$ cat src/rtl/tdc_therm_accum.sv
// tdc_therm_accum: pipelined thermometer popcount, windowed accumulation, one-entry Avalon-ST output.
// Optional bubble filter stage: define TDC_BUBBLE_FILTER_EN.
module tdc_therm_accum #(
   parameter int C_IN_WIDTH = 256,
   parameter int C_WIN_LOG2 = 4,
   localparam int C_CNT_WIDTH = $clog2(C_IN_WIDTH + 1),
   localparam int C_SUM_WIDTH = C_CNT_WIDTH + C_WIN_LOG2
) (
   input  logic                   clk,
   input  logic                   rst,
   input  logic [C_IN_WIDTH-1:0]  S_AVST_DATA,
   input  logic                   S_AVST_VALID,
   output logic [C_SUM_WIDTH-1:0] M_AVST_DATA,
   output logic                   M_AVST_VALID,
   input  logic                   M_AVST_READY,
   input  logic                   clr,
   output logic                   overflow
);
   localparam int C_GROUPS = C_IN_WIDTH / 16;
   localparam int C_QUADS = (C_GROUPS + 3) / 4;
   localparam int C_NW = C_WIN_LOG2 + 1;
   localparam logic [C_NW-1:0] C_WIN = C_NW'(1 << C_WIN_LOG2);
   typedef enum logic {ST_FIRST, ST_ACC} state_t;
   logic [C_IN_WIDTH-1:0] in_q, p1_src;
   logic in_vld_q, p1_src_vld;
   logic [C_GROUPS-1:0][4:0] grp_d, grp_q;
   logic grp_vld_q;
   logic [C_QUADS-1:0][6:0] quad_d, quad_q;
   logic quad_vld_q;
   logic [C_CNT_WIDTH-1:0] cnt_d, cnt_q;
   logic cnt_vld_q;
   state_t state_q, state_d;
   logic [C_SUM_WIDTH-1:0] acc_q, acc_d, sum, data_q, data_d;
   logic [C_NW-1:0] n_q, n_d, n_inc;
   logic done, load, vld_q, vld_d, ovf_q, ovf_d;
`ifdef TDC_BUBBLE_FILTER_EN
   logic [C_IN_WIDTH+1:0] pad;
   logic [C_IN_WIDTH-1:0] p0_d, p0_q;
   logic p0_vld_q;
   // Edges of the chain are pinned: below bit 0 reads as 1, above the top as 0.
   assign pad = {1'b0, in_q, 1'b1};
   assign p0_d = (pad[C_IN_WIDTH-1:0] & pad[C_IN_WIDTH:1]) |
                 (pad[C_IN_WIDTH:1] & pad[C_IN_WIDTH+1:2]) |
                 (pad[C_IN_WIDTH-1:0] & pad[C_IN_WIDTH+1:2]);
   always_ff @(posedge clk or negedge rst)
      if (!rst) begin
         p0_q <= '0;
         p0_vld_q <= 1'b0;
      end else begin
         p0_q <= p0_d;
         p0_vld_q <= in_vld_q;
      end
   assign p1_src = p0_q;
   assign p1_src_vld = p0_vld_q;
`else
   assign p1_src = in_q;
   assign p1_src_vld = in_vld_q;
`endif
   always_comb begin
      grp_d = '0;
      for (int g = 0; g < C_GROUPS; g++)
         for (int b = 0; b < 16; b++)
            grp_d[g] = grp_d[g] + 5'(p1_src[16*g+b]);
   end
   always_comb begin
      quad_d = '0;
      for (int q = 0; q < C_QUADS; q++)
         for (int j = 0; j < 4; j++)
            if (4*q + j < C_GROUPS)
               quad_d[q] = quad_d[q] + 7'(grp_q[4*q+j]);
   end
   always_comb begin
      cnt_d = '0;
      for (int q = 0; q < C_QUADS; q++)
         cnt_d = cnt_d + C_CNT_WIDTH'(quad_q[q]);
   end
   // A full output register is only overwritten when it drains in the same cycle.
   always_comb begin
      sum = (state_q == ST_FIRST) ? C_SUM_WIDTH'(cnt_q) : acc_q + C_SUM_WIDTH'(cnt_q);
      n_inc = (state_q == ST_FIRST) ? C_NW'(1) : n_q + C_NW'(1);
      done = cnt_vld_q && (n_inc == C_WIN);
      state_d = !cnt_vld_q ? state_q : done ? ST_FIRST : ST_ACC;
      acc_d = cnt_vld_q ? sum : acc_q;
      n_d = !cnt_vld_q ? n_q : done ? '0 : n_inc;
      load = done & (~vld_q | M_AVST_READY);
      vld_d = load | (vld_q & ~M_AVST_READY);
      data_d = load ? sum : data_q;
      ovf_d = (done & vld_q & ~M_AVST_READY) | (ovf_q & ~clr);
   end
   always_ff @(posedge clk or negedge rst)
      if (!rst) begin
         in_q <= '0;
         in_vld_q <= 1'b0;
         grp_q <= '0;
         grp_vld_q <= 1'b0;
         quad_q <= '0;
         quad_vld_q <= 1'b0;
         cnt_q <= '0;
         cnt_vld_q <= 1'b0;
         state_q <= ST_FIRST;
         acc_q <= '0;
         n_q <= '0;
         data_q <= '0;
         vld_q <= 1'b0;
         ovf_q <= 1'b0;
      end else begin
         in_q <= S_AVST_DATA;
         in_vld_q <= S_AVST_VALID;
         grp_q <= grp_d;
         grp_vld_q <= p1_src_vld;
         quad_q <= quad_d;
         quad_vld_q <= grp_vld_q;
         cnt_q <= cnt_d;
         cnt_vld_q <= quad_vld_q;
         state_q <= state_d;
         acc_q <= acc_d;
         n_q <= n_d;
         data_q <= data_d;
         vld_q <= vld_d;
         ovf_q <= ovf_d;
      end
   assign M_AVST_DATA = data_q;
   assign M_AVST_VALID = vld_q;
   assign overflow = ovf_q;
endmodule

$ cat config.mk
export PLATFORM = sky130hd
export DESIGN_NAME = tdc_therm_accum
export DESIGN_NICKNAME = d
export VERILOG_FILES = /design/src/rtl/tdc_therm_accum.sv
export SDC_FILE = /design/constraint.sdc
export NUM_CORES = 1
export LEC_CHECK = 0
export CORE_UTILIZATION = 60
export CTS_CLUSTER_SIZE = 40
export DETAILED_ROUTE_END_ITERATION = 16
export HOLD_SLACK_MARGIN = 0.1
export PLACE_DENSITY = 0.86
export SYNTH_ARGS = -nofsm -noshare
export SYNTH_HDL_FRONTEND = slang
export SYNTH_SLANG_ARGS = --single-unit
$ cat constraint.sdc
create_clock -name clk -period 10.2 [get_ports clk]
set_clock_uncertainty 0.05 [all_clocks]
set_input_delay 2.04 -clock clk [delete_from_list [all_inputs] [get_ports clk]]
set_output_delay 2.04 -clock clk [all_outputs]
set_load 0.05 [all_outputs]
==> flow_summary_export.csv <==
group,metric,value,unit
run_status,outcome,"completed",
synth,yosysWarnings,0,
route,first_pass_iters,4,
synth,yosys_register_bits,411,
floorplanning,die_h,184,um
cells_and_area,areaGrowthSynthToFinish,24.6,%
cts,insertion_delay,0.54,ns
synth,avgSynthCellArea,13.1,um^2
grt,grt_pass1_vias,13300,
timing,finalCritPeriodShare,37.0,%
cts,hold_buffers,0,
power_and_ir_drop,power_frac_seq,27.4,%
cts,cts_tree,"yes",
setup_path,cp_top_family,"buffers and inverters",
setup_path,worstPathCellList,"clkdlybuf4s50_1",
grt,grt_max_degree,195,
power_and_ir_drop,p_sw,3.00,mW
setup_path,slowest_stage,"clkdlybuf4s50_1",
timing,finalSetupTns,0,ns
grt,grt_usage,23.9,%
cells_and_area,final_cell_mix,"inv_1, dfrtp_1, clkdlybuf4s50_1",
synth,synth_top_area_share,51.6,%
grt,antenna_found_initial,1,
hold_path,worstHoldStart,"grp_vld_q",
setup_path,r2r_end,"grp_q[59]",
cells_and_area,final_area,24800,um^2
timing,finalHoldViolCount,0,
power_and_ir_drop,swShare,37.4,%
cells_and_area,layout.nets,2436,
synth,seq_area_frac_synth,51.6,%
floorplanning,ios,276,
floorplanning,fp.dieW,184,um
setup_path,cp.required,8.11,ns
setup_path,path_max_fanout,2,
setup_path,cp.arrival,1.69,ns
cts,post_cts_buffers,0,
power_and_ir_drop,comb_power_share,51.0,%
placed_design,globalplace.congestion,0.828,
placed_design,io_buffers,275,
cts,cts_num_sinks,411,
setup_path,crit_path_start_kind,"flip-flop",
power_and_ir_drop,vdd_ir_drop_max,0.214,mV
timing,post-route-min-period,3.78,ns
route,routed_wl,36700,um
cells_and_area,drive_above_1_share,4.86,%
power_and_ir_drop,p_int,5.02,mW
setup_path,critPathKind,"reg -> out",
power_and_ir_drop,clkPwrFrac,21.6,%
placed_design,hpwl,26300,um
synth,syn-num-nets,2120,
cts,ctsLongestPathBuffers,3,
setup_path,r2r_cells,11,
setup_path,crit_buf_inv,1,
power_and_ir_drop,p_leak,12.7,nW
cts,cts_inserted_buffers,44,
route,ant_nets,0,
setup_path,r2r-start,"in_q[176]",
grt,grt_pass1_wl,62100,um
timing,finalSetupViolCount,0,
cells_and_area,layout_commonest_cell,"inv_1",
route,drc_errors,0,
floorplanning,core_area,32600,um^2
cts,path_clk_slew,0.06,ns
cts,clockRootBuffer,"clkbuf_16",
route,wl_per_cell,15.9,um
synth,synth_area_leader_cell,"dfrtp_1",
timing,fmax,0.265,GHz
timing,worstMarginPinSlew,1.11,ns
cts,ctsResizeCount,0,
hold_path,whs_path_depth,0,
grt,gr-total-overflow,0,
cts,htree_num_levels,2,
synth,synth_cell_types,47,
route,via_per_inst,4.77,
power_and_ir_drop,powerDensity,323,nW/um^2
setup_path,max_stage_delay,0.81,ns
hold_path,hp-class,"reg -> reg",
route,num_vias,11000,
floorplanning,die_area,33900,um^2
hold_path,hold_end,"quad_vld_q",
timing,slew_headroom,25.8,%
floorplanning,fp-row-count,66,
route,drt_iter0_drc,343,
setup_path,reg2reg_setup_slack,6.53,ns
synth,syn_area,19900,um^2
floorplanning,start_util,61.1,%
timing,finalMaxSlewViolations,0,
flow_run,cap_violations,0,
placed_design,placed_area,23200,um^2
setup_path,cp-end-kind,"output pin",
timing,rsz0062_at_grt,"false",
synth,ys_top_cells_by_area,"dfrtp_1, fa_1, inv_1, ha_1, xnor2_1",
synth,syn_inst,1522,
-- worst register-to-register path, cell delays in order, from the launching register on --
cell and delay [ns]:
dfrtp_1 0.33, inv_1 0.05, fa_1 0.59, fa_1 0.49, fa_1 0.54, fa_1 0.42, inv_1 0.09, ha_1 0.18
inv_1 0.06, fa_1 0.41, nor2b_1 0.23, o21a_1 0.16
-- cell families after synthesis --
kind of cell    Yosys count  share of synthesized area (%)
flops                   411                           51.6
mux                       9                          0.471
simple gates             95                           2.69
fa+ha+maj               337                           29.3
buf+inv                 475                           8.98
xor+xnor                 56                           2.46
compound gates          139                           4.52
-- metal layers --
metal / wire length, um / share of wire (%) / up-vias / global-route usage (%)
li1: - / - / 5110 / -
met1: 13000 / 35 / 5572 / 26.3
met2: 20700 / 56 / 251 / 45.7
met3: 1360 / 3.7 / 109 / 3.83
met4: 1600 / 4.4 / 0 / 9.80
met5: 0 / 0 / - / 0
-- power groups by stage --
stage          Clock (mW)  Combinational (mW)  Sequential, mW
2_1_floorplan           0                2.99            2.24
3_3_place_gp            0                3.84            2.21
3_5_place_dp            0                4.02            2.23
4_1_cts              1.77                4.16            2.20
5_1_grt              1.84                4.75            2.23
6_report             1.73                4.08            2.20
-- synth_stat cells (all sizes together) --
master / number
o21bai: 2
nor4b: 1
nand2: 21
inv: 468
o21ai: 22
xnor2: 44
nor4: 1
o31a: 2
a31o: 1
nand4: 1
nor2: 12
a21oi: 50
buf: 3
nand3: 9
dfrtp: 411
o211ai: 5
nor2b: 25
or3: 1
ha: 122
clkbuf: 4
o21a: 15
a211o: 1
and2: 1
mux2: 3
or4: 3
mux2i: 6
o22ai: 1
o41ai: 1
a21o: 31
a221o: 1
and3: 4
nand2b: 14
a31oi: 1
xor2: 12
a211oi: 3
a311o: 1
o31ai: 1
nor3: 2
fa: 215
a311oi: 1
-- cell type report --
| cell class | instances | area [um^2] |
|---|---|---|
| diodes | 1 | 2.50 |
| clock buffers | 60 | 1250 |
| clock inverters | 21 | 350 |
| fillers | 1878 | 7780 |
| inverters | 468 | 1760 |
| multi-input cells | 636 | 7850 |
| flip-flops and latches | 411 | 10300 |
| well taps | 442 | 553 |
| repair buffers | 277 | 2790 |
-- stage by stage --
stage | worst slack (ns) | instances | hold slack [ns] | util, % | power, mW
global placement | 6.31 | 2234 | 0.295 | 71.2 | 6.05
global route | 6.37 | 2316 | 0.317 | 76.1 | 8.82
CTS | 6.39 | 2315 | 0.314 | 76.1 | 8.13
detailed placement | 6.23 | 2234 | 0.289 | 71.2 | 6.25
floorplan | 6.84 | 1522 | 0.281 | - | 5.23
finish | 6.42 | 2316 | 0.307 | 76.1 | 8.01
-- registers in the layout, summed over array words and instances, names as in the netlist --
| name | cells |
|---|---|
| cnt_q | 9 |
| in_vld_q | 1 |
| grp_vld_q | 1 |
| M_AVST_DATA | 13 |
| state_q | 1 |
| quad_vld_q | 1 |
| quad_q | 28 |
| n_q | 5 |
| M_AVST_VALID | 1 |
| cnt_vld_q | 1 |
| in_q | 256 |
| acc_q | 13 |
| overflow | 1 |
| grp_q | 80 |
-- how the worst max path moves through the flow --
stage,start,cells after the start,slack (ns),endpoint
global placement,rst,2,6.31,in_q[144]
floorplan,in_q[16],12,6.84,grp_q[9]
CTS,M_AVST_DATA[4],1,6.39,M_AVST_DATA[4]
global route,M_AVST_DATA[4],1,6.37,M_AVST_DATA[4]
detailed placement,rst,2,6.23,in_q[183]
finish,M_AVST_DATA[4],1,6.42,M_AVST_DATA[4]
Note: power is estimated with default switching activity, not from simulation.
